### src/rtl/wb_event_pkg.sv
// Shared types for the write-event buffer: event kind codes, the 97-bit event record
// and the drop counter width.
package wb_event_pkg;

    localparam logic KIND_GRF = 1'b0;
    localparam logic KIND_DM  = 1'b1;

    localparam int unsigned DROP_W = 16;

    typedef struct packed {
        logic        kind;
        logic [31:0] pc;
        logic [31:0] addr;
        logic [31:0] data;
    } wb_event_t;

endpackage

### src/rtl/evt_fifo_2w1r.sv
// Event FIFO with two ordered push ports (port 0 lands first) and one pop port.
// The caller guarantees pushes never exceed free space and pops never hit an empty FIFO.
module evt_fifo_2w1r
    import wb_event_pkg::*;
#(
    parameter int unsigned DEPTH = 8
) (
    input  logic                    clk,
    input  logic                    reset,
    input  logic                    i_push0,
    input  wb_event_t               i_data0,
    input  logic                    i_push1,
    input  wb_event_t               i_data1,
    input  logic                    i_pop,
    output wb_event_t               o_head,
    output logic [$clog2(DEPTH):0]  o_count
);

    localparam int unsigned AW = $clog2(DEPTH);
    localparam int unsigned CW = AW + 1;

    wb_event_t     r_mem [DEPTH];
    logic [AW-1:0] r_wptr;
    logic [AW-1:0] r_rptr;
    logic [CW-1:0] r_count;
    logic [AW-1:0] w_wptr1;

    // Port 1 lands behind port 0 when both push, otherwise it takes the current slot.
    assign w_wptr1 = r_wptr + AW'(i_push0);

    always_ff @(posedge clk) begin
        if (!reset) begin
            r_wptr  <= '0;
            r_rptr  <= '0;
            r_count <= '0;
        end else begin
            r_wptr  <= r_wptr + AW'(i_push0) + AW'(i_push1);
            r_rptr  <= r_rptr + AW'(i_pop);
            r_count <= r_count + CW'(i_push0) + CW'(i_push1) - CW'(i_pop);
        end
    end

    always_ff @(posedge clk) begin
        if (reset) begin
            if (i_push0) r_mem[r_wptr]  <= i_data0;
            if (i_push1) r_mem[w_wptr1] <= i_data1;
        end
    end

    assign o_head  = r_mem[r_rptr];
    assign o_count = r_count;

endmodule

### src/rtl/wb_event_buffer.sv
// Captures GRF and DM write events from the core, filters $0 writes, arbitrates FIFO space
// (GRF before DM) and accounts for dropped events without ever stalling the core.
module wb_event_buffer
    import wb_event_pkg::*;
#(
    parameter int unsigned DEPTH = 8
) (
    input  logic        clk,
    input  logic        reset,
    input  logic        grf_we,
    input  logic [31:0] grf_pc,
    input  logic [4:0]  grf_addr,
    input  logic [31:0] grf_wdata,
    input  logic        dm_we,
    input  logic [31:0] dm_pc,
    input  logic [31:0] dm_addr,
    input  logic [31:0] dm_wdata,
    output logic        out_valid,
    input  logic        out_ready,
    output logic        out_kind,
    output logic [31:0] out_pc,
    output logic [31:0] out_addr,
    output logic [31:0] out_data,
    output logic        overflow,
    output logic [15:0] drop_count
);

    localparam int unsigned CW    = $clog2(DEPTH) + 1;
    localparam int unsigned SUM_W = DROP_W + 1;

    logic              w_grf_qual;
    logic              w_dm_qual;
    logic [1:0]        w_n_qual;
    logic [1:0]        w_n_push;
    logic [1:0]        w_n_drop;
    logic [CW-1:0]     w_count;
    logic [CW-1:0]     w_free;
    logic              w_push0;
    logic              w_push1;
    logic              w_pop;
    wb_event_t         w_grf_evt;
    wb_event_t         w_dm_evt;
    wb_event_t         w_push0_data;
    wb_event_t         w_head;
    logic [SUM_W-1:0]  w_drop_sum;
    logic              r_overflow;
    logic [DROP_W-1:0] r_drop_count;

    assign w_grf_qual = grf_we && (grf_addr != 5'd0);
    assign w_dm_qual  = dm_we;

    assign w_grf_evt = '{kind: KIND_GRF, pc: grf_pc, addr: {27'd0, grf_addr}, data: grf_wdata};
    assign w_dm_evt  = '{kind: KIND_DM, pc: dm_pc, addr: dm_addr, data: dm_wdata};

    // Free space uses the start-of-cycle count; a same-cycle pop does not help.
    assign w_free = CW'(DEPTH) - w_count;

    always_comb begin
        w_n_qual = 2'(w_grf_qual) + 2'(w_dm_qual);
        w_n_push = w_n_qual;
        if (w_free < CW'(w_n_qual)) begin
            w_n_push = w_free[1:0];
        end
        w_n_drop = w_n_qual - w_n_push;
    end

    // Port 0 carries the older event; port 1 is only ever the DM half of a dual push.
    assign w_push0      = (w_n_push != 2'd0);
    assign w_push1      = (w_n_push == 2'd2);
    assign w_push0_data = w_grf_qual ? w_grf_evt : w_dm_evt;

    assign out_valid = (w_count != '0);
    assign w_pop     = out_valid && out_ready;

    evt_fifo_2w1r #(
        .DEPTH (DEPTH)
    ) u_fifo (
        .clk     (clk),
        .reset   (reset),
        .i_push0 (w_push0),
        .i_data0 (w_push0_data),
        .i_push1 (w_push1),
        .i_data1 (w_dm_evt),
        .i_pop   (w_pop),
        .o_head  (w_head),
        .o_count (w_count)
    );

    assign w_drop_sum = {1'b0, r_drop_count} + SUM_W'(w_n_drop);

    always_ff @(posedge clk) begin
        if (!reset) begin
            r_overflow   <= 1'b0;
            r_drop_count <= '0;
        end else if (w_n_drop != 2'd0) begin
            r_overflow   <= 1'b1;
            r_drop_count <= w_drop_sum[DROP_W] ? '1 : w_drop_sum[DROP_W-1:0];
        end
    end

    assign overflow   = r_overflow;
    assign drop_count = r_drop_count;

    always_comb begin
        out_kind = 1'b0;
        out_pc   = '0;
        out_addr = '0;
        out_data = '0;
        if (out_valid) begin
            out_kind = w_head.kind;
            out_pc   = w_head.pc;
            out_addr = w_head.addr;
            out_data = w_head.data;
        end
    end

endmodule

### config.mk
export PLATFORM = sky130hd
export DESIGN_NAME = wb_event_buffer
export DESIGN_NICKNAME = d
export VERILOG_FILES = /design/src/rtl/wb_event_pkg.sv /design/src/rtl/evt_fifo_2w1r.sv /design/src/rtl/wb_event_buffer.sv
export SDC_FILE = /design/constraint.sdc
export NUM_CORES = 1
export LEC_CHECK = 0
export ABC_AREA = 1
export BUFFER_PORTS_ARGS = -buffer_cell sky130_fd_sc_hd__clkbuf_2
export CELL_PAD_IN_SITES_DETAIL_PLACEMENT = 1
export CELL_PAD_IN_SITES_GLOBAL_PLACEMENT = 2
export CORE_MARGIN = 3
export CORE_UTILIZATION = 38
export CTS_CLUSTER_DIAMETER = 60
export DETAILED_ROUTE_END_ITERATION = 10
export MAX_ROUTING_LAYER = met4
export PLACE_DENSITY = 0.8
export SLEW_MARGIN = 5
export SYNTH_ARGS = -nofsm -noshare
export SYNTH_HDL_FRONTEND = slang
export SYNTH_SLANG_ARGS = --single-unit
### constraint.sdc
create_clock -name clk -period 10.6 [get_ports clk]
set_input_delay 2.12 -clock clk [delete_from_list [all_inputs] [get_ports clk]]
set_output_delay 2.12 -clock clk [all_outputs]
set_load 0.01 [all_outputs]
# Word level (Yosys, flattened, before mapping)
# Memory sizes are Yosys's and may differ from the RTL's. A register that Yosys moved wholly into a read port is not among the register bits.
# Cells that the tools add are included.
# classes
addsub	10
n_mul	0
div_mod_pow	0
n_lt_le_gt_ge	1
eq_ne	1
n_shift	0
n_mux	14
bitwise_logic	0
n_reduce_logical	6
# op_table
cell	n
97-bit two-way mux	1
32-bit two-way mux	3
16-bit by 2-bit adder with 17-bit output	1
16-bit two-way mux	1
3-bit by 1-bit adder with 3-bit output	3
4-bit by 1-bit adder with 4-bit output	2
1-bit two-way mux	7
5-bit nonzero test	1
4-bit by 2-bit less-than comparator with 1-bit output	1
2-bit nonzero test	2
4-bit nonzero test	1
4-bit by 1-bit subtractor with 4-bit output	1
4-bit subtractor, first input constant	1
3-bit two-way mux	1
1-bit by 1-bit adder with 2-bit output	1
2-bit equality test, second input constant	1
1-bit logical AND	2
2-bit two-way mux	1
2-bit subtractor	1
# totals
ff_bits	27
latch_bits	0
ramBits	776
romBits	0
inputBits	170
out_inout_bits	115
wordCells	38
memories	1
# memory_table
memory	depth	word_bits	read_ports	rd_ports_with_merged_regs	write_ports	line_no	rtl
u_fifo.r_mem	8	97	1	1	2	evt_fifo_2w1r.sv:22	wb_event_t r_mem [DEPTH];

# Longest topological paths before layout
# Gate-level depths: netlist of run 1.
# logic_depth
depth_word	9
depth_mapped	32
mapped_depth_nobuf	28

# Hierarchy
# A second synthesis of run 1 with hierarchy kept.
# unflattened
hier_cells	6922
hier_area_um2	49493.7
# by_module_without_submodules
mod	instances	cells_each	area_per_inst_um2	seq_area_each_um2
evt_fifo_2w1r	1	6225	46289.4	23502.5
wb_event_buffer	1	697	3204.3	340.3

# Worst setup path after synthesis of run 1
# Ideal clock, no wire load.
# synth_timing
kind	input to register
from	input grf_addr[0]
to	memory u_fifo.r_mem[3][55] (netlist bit), data pin
setup_ns	0.139
t_arrival_ns	8.616
required_ns	10.461
slack_ns	1.846
cell_stages	30
n_path_buf	5
path_cell_list	inv_1 > nand3_1 > nand2_1 > inv_2 > clkbuf_1 > clkbuf_1 > ha_1 > inv_1 > ha_1 > inv_1 > nand2_1 > nor2_1 > nand3_2 > o21ai_1 > nand2_2 > buf_2 > buf_1 > ha_1 > ha_1 > or2_2 > nand2_1 > inv_1 > nor2_1 > inv_1 > nor2_1 > nand3_2 > nand2_1 > nand2_2 > buf_2 > nor2_1
# synth_lines
element	line_no	rtl
from (decl)	wb_event_buffer.sv:12	input logic [4:0] grf_addr,
to (decl)	evt_fifo_2w1r.sv:22	

==> results of run 1 <==
-- registers in the layout, summed over array words and instances, names as in the netlist --
register and flops:
drop_count 16, u_fifo.r_mem 776, overflow 1, u_fifo.r_wptr 3, u_fifo.r_rptr 3, u_fifo.o_count 4
-- routing by layer --
metal  GRT usage  up-vias
met2      0.4974     1747
met3     0.03737      330
met1      0.4076    21860
met5           -        -
met4     0.09391        0
li1            -    19260
-- power by group --
part | switching, W | internal, W
clock | 0.00147 | 0.00201
sequential | 0.000197 | 0.00412
combinational | 0.00391 | 0.00116
total | 0.00557 | 0.00729
-- logic make-up (layout without fill, tap and decap cells) --
logic type / Yosys count / count (layout)
and+or+nand+nor: 2767 / 2767
other: 0 / 4
buffers and inverters: 718 / 657
xor gates and xnor gates: 7 / 7
AOI/OAI and AO/OA: 1185 / 1185
adders and majority gates: 19 / 19
DFF: 803 / 803
-- cells in the mapped netlist --
cell         n  share of area
a21oi_1     11         0.0012
a31oi_1     97          0.013
and2_1       1        0.00014
buf_1       28         0.0023
buf_2      131          0.014
buf_4       13         0.0022
clkbuf_1   436          0.036
clkinv_1     2        0.00017
dfxtp_1     35          0.015
edfxtp_1   768           0.51
fa_1         3         0.0013
ha_1        16         0.0044
inv_1       99         0.0082
inv_2        9        0.00074
nand2_1   1262           0.10
nand2_2      4        0.00055
nand3_1    118          0.013
nand3_2      2        0.00044
nand4_1    639          0.088
nor2_1     732          0.061
nor2_4       1        0.00025
nor3_1       7        0.00077
o21ai_0    598          0.066
o21ai_1    380          0.042
o21ai_2      1        0.00019
o21bai_1     1        0.00017
o22ai_1     97          0.013
or2_2        1        0.00014
xnor2_1      1        0.00019
xor2_1       6         0.0012
-- worst paths after layout --
path,to,depth (start not counted),start
worst max-delay path,u_fifo.r_mem[2][85],23,grf_addr[4]
worst min-delay path,u_fifo.r_mem[5][96],2,u_fifo.r_mem[5][96]
worst max register to register,u_fifo.r_mem[2][85],20,u_fifo.o_count[0]
worst min register to register,u_fifo.r_mem[5][96],2,u_fifo.r_mem[5][96]
-- final cells by class --
type / instances / area, um2 / share of cell area
diodes: 4 / 10.01 / 0.0001984
flip-flops and latches: 803 / 23770 / 0.4711
well taps: 1536 / 1922 / 0.03809
multi-input cells: 3978 / 18870 / 0.3739
clock inverters: 58 / 543.0 / 0.01076
inverters: 110 / 460.4 / 0.009125
repair buffers: 355 / 2165 / 0.04290
clock buffers: 134 / 2725 / 0.05400
-- through the flow --
stage / power, W / cells
6_report: 0.01286 / 6978
3_3_place_gp: 0.009330 / 6782
4_1_cts: 0.01288 / 6974
5_1_grt: 0.01348 / 6978
3_5_place_dp: 0.009414 / 6782
2_1_floorplan: 0.007294 / 5499
-- worst max-delay path, stage by stage --
cell and delay, ps:
clkbuf_2 90, nor3_1 180, nand3_1 140, nand2_4 470
inv_4 50, ha_1 210, inv_1 120, ha_1 240
o21ai_1 140, nand3_2 200, o21ai_1 530, nand2_8 450
ha_1 350, ha_1 190, or2_2 290, nand2_1 140
inv_1 80, nor2_1 90, inv_1 60, nor2_1 160
nand2_4 430, nand2_4 950, buf_4 410
==> out/qor.yml, run 1 <==
timing.final.crit_share: 0.7379
drv_slew: 58
drcViolationCount: 0
dieArea_um2: 123500
maxCapViolCount: 0
fin_skew_ps: 24.58
fp.coreArea_um2: 118200
slew_headroom: -0.03994
cp-start-kind: "input pin"
synth_cells: 5499
numCtsBuffers: 103
layout_common_cells: "nand2_1 (1,251), edfxtp_1 (768), nor2_1 (723)"
drt_wl_total_um: 188900
pin_count: 285
synth_top_family_by_area: "simple AND/OR/NAND/NOR gates"
clock_latency_ps: 690
gr-total-overflow: 0
path_max_fanout: 66
finalCoreUtilization: 0.4268
synth_xor_area_frac: 0.001352
status: "complete, but fails checks"
ctsResizeCount: 0
die_w_um: 351.5
cts_root_buf: "clkbuf_16"
fmax_mhz: 127.8
ys_types: 30
die_h_um: 351.5
first_pass_iters: 5
syn_nets: 5688
dp_hpwl_um: 97680
synth_seq_cells: 803
cp_data_required_time_ps: 10950
cts.sinks: 803
htree_levels: 3
preCtsSetupSlack_ps: 2130
p_per_area_nw_per_um2: 254.9
area_growth_syn_to_layout_pct: 11.27
detailed_place.area_um2: 47180
fin_crit_ps: 7822
clkTransAtPathRegs_ps: 50
p_leak_nw: 17.40
place.port_buffers: 284
filler_cell_count: 13850
rsz0062_at_grt: "false"
detail_route.iter0.violations: 4007
via_count: 43200
synthAdderAreaFrac: 0.005739
hp-class: "reg2reg"
route.antenna.remaining_nets: 0
met3_length_um: 12970
syn_area_um2: 45350
violations: "max-slew violations"
worst_ep_arrival_time_ps: 8180
setup-violations-final: 0
post-cts-setup-buffers: 0
grt_max_degree: 226
drive_gt1_frac: 0.09985
drt-met1-wl_um: 81030
fin_area_um2: 50460
ctsHoldBuffers: 0
via_per_inst: 6.191
cts.path.max_buffers: 3
cts_tree: "yes"
critPathCaptureType: "flip-flop"
syn_area_per_cell_um2: 8.247
setup-tns-final_ps: 0
path_class: "in2reg"
wire_per_inst_um: 27.07
grt_usage: 0.3083
wl_met2_um: 89590
antenna_found_initial: 5
muxShareOfSynthArea: 0
initial_core_util: 0.3835
synth-compound-area-share: 0.1363
worst_pin_slew_ps: 1560
final_common_cell: "nand2_1"
timing.hold.ws_ps: 453.4
highest_layer: "met4"
yosys_warnings: 0
r2r_slack_ps: 4590
grt_pass1_wl_um: 283100
synth-simple-area-share: 0.2685
fp-row-count: 126
ir_worst_vdd_uv: 361.8
grt_pass1_vias: 43970
nNetsFinal: 5540
hold_viol: 0
synth_seq_area_share: 0.5240
gp_congestion: 0.7922
layout_setup_ws_ps: 2778
Note: power is estimated with default switching activity, not from simulation.
==> run 2: changes to the inputs <==
Settings changed: CORE_UTILIZATION 38 to 34, PLACE_DENSITY 0.8 to 0.76.
Clock period 10.6 ns to 6.6 ns, I/O delays scaled along.
==> run 2 against run 1 <==
The run now ends clean. First-iteration DRC count is 5.5% higher. Cell count up 3.9%. Via count rose by 0.62%. Critical path type unchanged. Critical endpoint is now u_fifo.r_mem[3][50]. Largest cell class unchanged. Largest power group unchanged.
==> out/qor.yml, run 2 (synthesis gave the netlist of run 1 again) <==
dp_hpwl_um: 104600  # +7.0%
gp_congestion: 0.7800  # -1.5%
place.port_buffers: 284  # unchanged
drive_gt1_frac: 0.1079  # +0.008058
cts.sinks: 803  # unchanged
die_h_um: 371.2  # +5.6%
htree_levels: 3  # unchanged
route.antenna.remaining_nets: 0  # unchanged
critPathCaptureType: "flip-flop"
initial_core_util: 0.3436  # -0.03989
highest_layer: "met4"
total_switching_power_w: 0.009119  # +64%
grt_max_degree: 193  # -15%
gr-total-overflow: 0  # unchanged
pin_count: 285  # unchanged
grt_pass1_wl_um: 291300  # +2.9%
wl_met2_um: 91340  # +2.0%
ctsHoldBuffers: 0  # unchanged
detail_route.iter0.violations: 4226  # +5.5%
drcViolationCount: 0  # unchanged
grt_pass1_vias: 44430  # +1.0%
worst_pin_slew_ps: 1380  # -179.5 ps
timing.final.crit_share: 0.8455
setup-violations-final: 0  # unchanged
p_per_area_nw_per_um2: 415.4  # +63%
ir_worst_vdd_uv: 371.9  # +2.8%
area_growth_syn_to_layout_pct: 14.25
largest_register_ffs: 776  # unchanged
multiInputGateArea_um2: 18940  # +0.37%
drt_wl_total_um: 194500  # +2.9%
cts.path.max_buffers: 3  # unchanged
seqPwrFrac: 0.322  # -0.014
clock_latency_ps: 730  # +40 ps
cts_tree: "yes"
nNetsFinal: 5586  # +0.83%
cp-start-kind: "input pin"
first_pass_iters: 5  # unchanged
via_per_inst: 5.997  # -3.1%
fin_crit_ps: 5580
fin_skew_ps: 31.70  # +7.122 ps
hold_viol: 0  # unchanged
layout_common_cells: "nand2_1 (1,251), edfxtp_1 (768), nor2_1 (723)"
drt-met1-wl_um: 85530  # +5.6%
slew_headroom: 0.07973  # +0.1197
status: "finished clean"
timing.hold.ws_ps: 453.1  # -0.2130 ps
post-cts-setup-buffers: 0  # unchanged
met3_length_um: 12740  # -1.8%
worst_ep_arrival_time_ps: 6120  # -2060 ps
hp-class: "reg2reg"
wire_per_inst_um: 26.83  # -0.91%
filler_cell_count: 15420  # +11%
cts_root_buf: "clkbuf_16"
maxCapViolCount: 0  # unchanged
fp.coreArea_um2: 132000  # +12%
final_common_cell: "nand2_1"
via_count: 43470  # +0.62%
cp_data_required_time_ps: 7140  # -3810 ps
seq_area_um2: 23770  # unchanged
die_w_um: 371.2  # +5.6%
antenna_found_initial: 8  # +3
p_sw_frac: 0.4237  # -0.009481
fmax_mhz: 179.2
rsz0062_at_grt: "false"
numCtsBuffers: 110  # +6.8%
fp-row-count: 133  # +5.6%
path_max_fanout: 28  # -58%
regMostFlops: "u_fifo.r_mem"
combPwrFrac: 0.389  # -0.005
power_frac_clock: 0.289  # +0.019
setup-tns-final_ps: 0  # unchanged
p_int_w: 0.01240  # +70%
ctsResizeCount: 0  # unchanged
grt_usage: 0.2850  # -0.02321
p_leak_nw: 17.87  # +2.7%
drv_slew: 0  # -100%
dieArea_um2: 137800  # +12%
path_class: "in2reg"
clkTransAtPathRegs_ps: 50  # about the same
## run 2: cell types whose count changed in the layout (fill, tap and decap cells not counted), moves of 3 or more
cell | previous run | this run
diode_2 | 4 | 8
clkbuf_1 | 29 | 25
clkinv_1 | 20 | 23
bufinv_16 | 8 | 16
buf_12 | 16 | 36
nand2_4 | 12 | 4
clkinv_2 | 19 | 7
nand2_8 | 1 | 9
clkbuf_16 | 104 | 113
buf_4 | 55 | 74
clkbuf_8 | 1 | 6
## run 2: metal layers
layer / vias up / global-route usage
met3: 305 / 0.03886
met4: 0 / 0.07725
met1: 22120 / 0.3801
met5: - / -
li1: 19400 / -
met2: 1650 / 0.4560
## run 2: area by class of cell
type	count	share of cell area
antenna	8	0.0003864
timing repair buffer	394	0.05226
tap	1755	0.04238
sequential	803	0.4588
clock buffer	144	0.05798
multi-input combinational	3978	0.3655
clock inverter	57	0.01386
inverter	110	0.008887
## run 2: per-stage QoR
stage / std cells / power, W / area [um2] / util / worst slack, ps
6_report: 7249 / 0.02152 / 51810 / 0.3926 / 1020
5_1_grt: 7249 / 0.02256 / 51810 / 0.3926 / 694.5
4_1_cts: 7241 / 0.02162 / 51790 / 0.3925 / 1103
3_5_place_dp: 7040 / 0.01539 / 48070 / 0.3643 / 377.9
3_3_place_gp: 7040 / 0.01525 / 48070 / 0.3643 / 479.8
2_1_floorplan: 5499 / 0.01167 / 45380 / - / 122.8
## run 2: critical path: stages
cell      delay (ps)
clkbuf_2          90
nor3_1           190
nand3_1          140
nand2_4          150
inv_4             40
ha_1             190
inv_1            120
ha_1             240
o21ai_1          130
nand3_2          190
o21ai_1          530
nand2_8           60
ha_1             210
ha_1             190
or2_2            290
nand2_1          140
inv_1             90
nor2_1           100
inv_1             60
nor2_1           170
nand3_4          120
buf_4            310
nand2_1          130
nand2_2          600
nor2_1           290
## run 2: power by group through the flow
stage	sequential [W]	combinational [W]	clock (W)
after floorplan	0.00694	0.00473	0
after global placement	0.00701	0.00823	0
final	0.00693	0.00837	0.00622
after detailed placement	0.00703	0.00835	0
after global routing	0.00701	0.00906	0.00649
after CTS	0.00693	0.00839	0.00629
## run 2: final timing paths
check,start,end,slack [ps],cells after the start
worst max-delay path,grf_addr[4],u_fifo.r_mem[3][50],1020,25
worst min-delay path,u_fifo.r_mem[1][96],u_fifo.r_mem[1][96],450,2
worst max register to register,u_fifo.o_count[0],u_fifo.r_mem[3][50],1590,22
worst min register to register,u_fifo.r_mem[1][96],u_fifo.r_mem[1][96],450,2
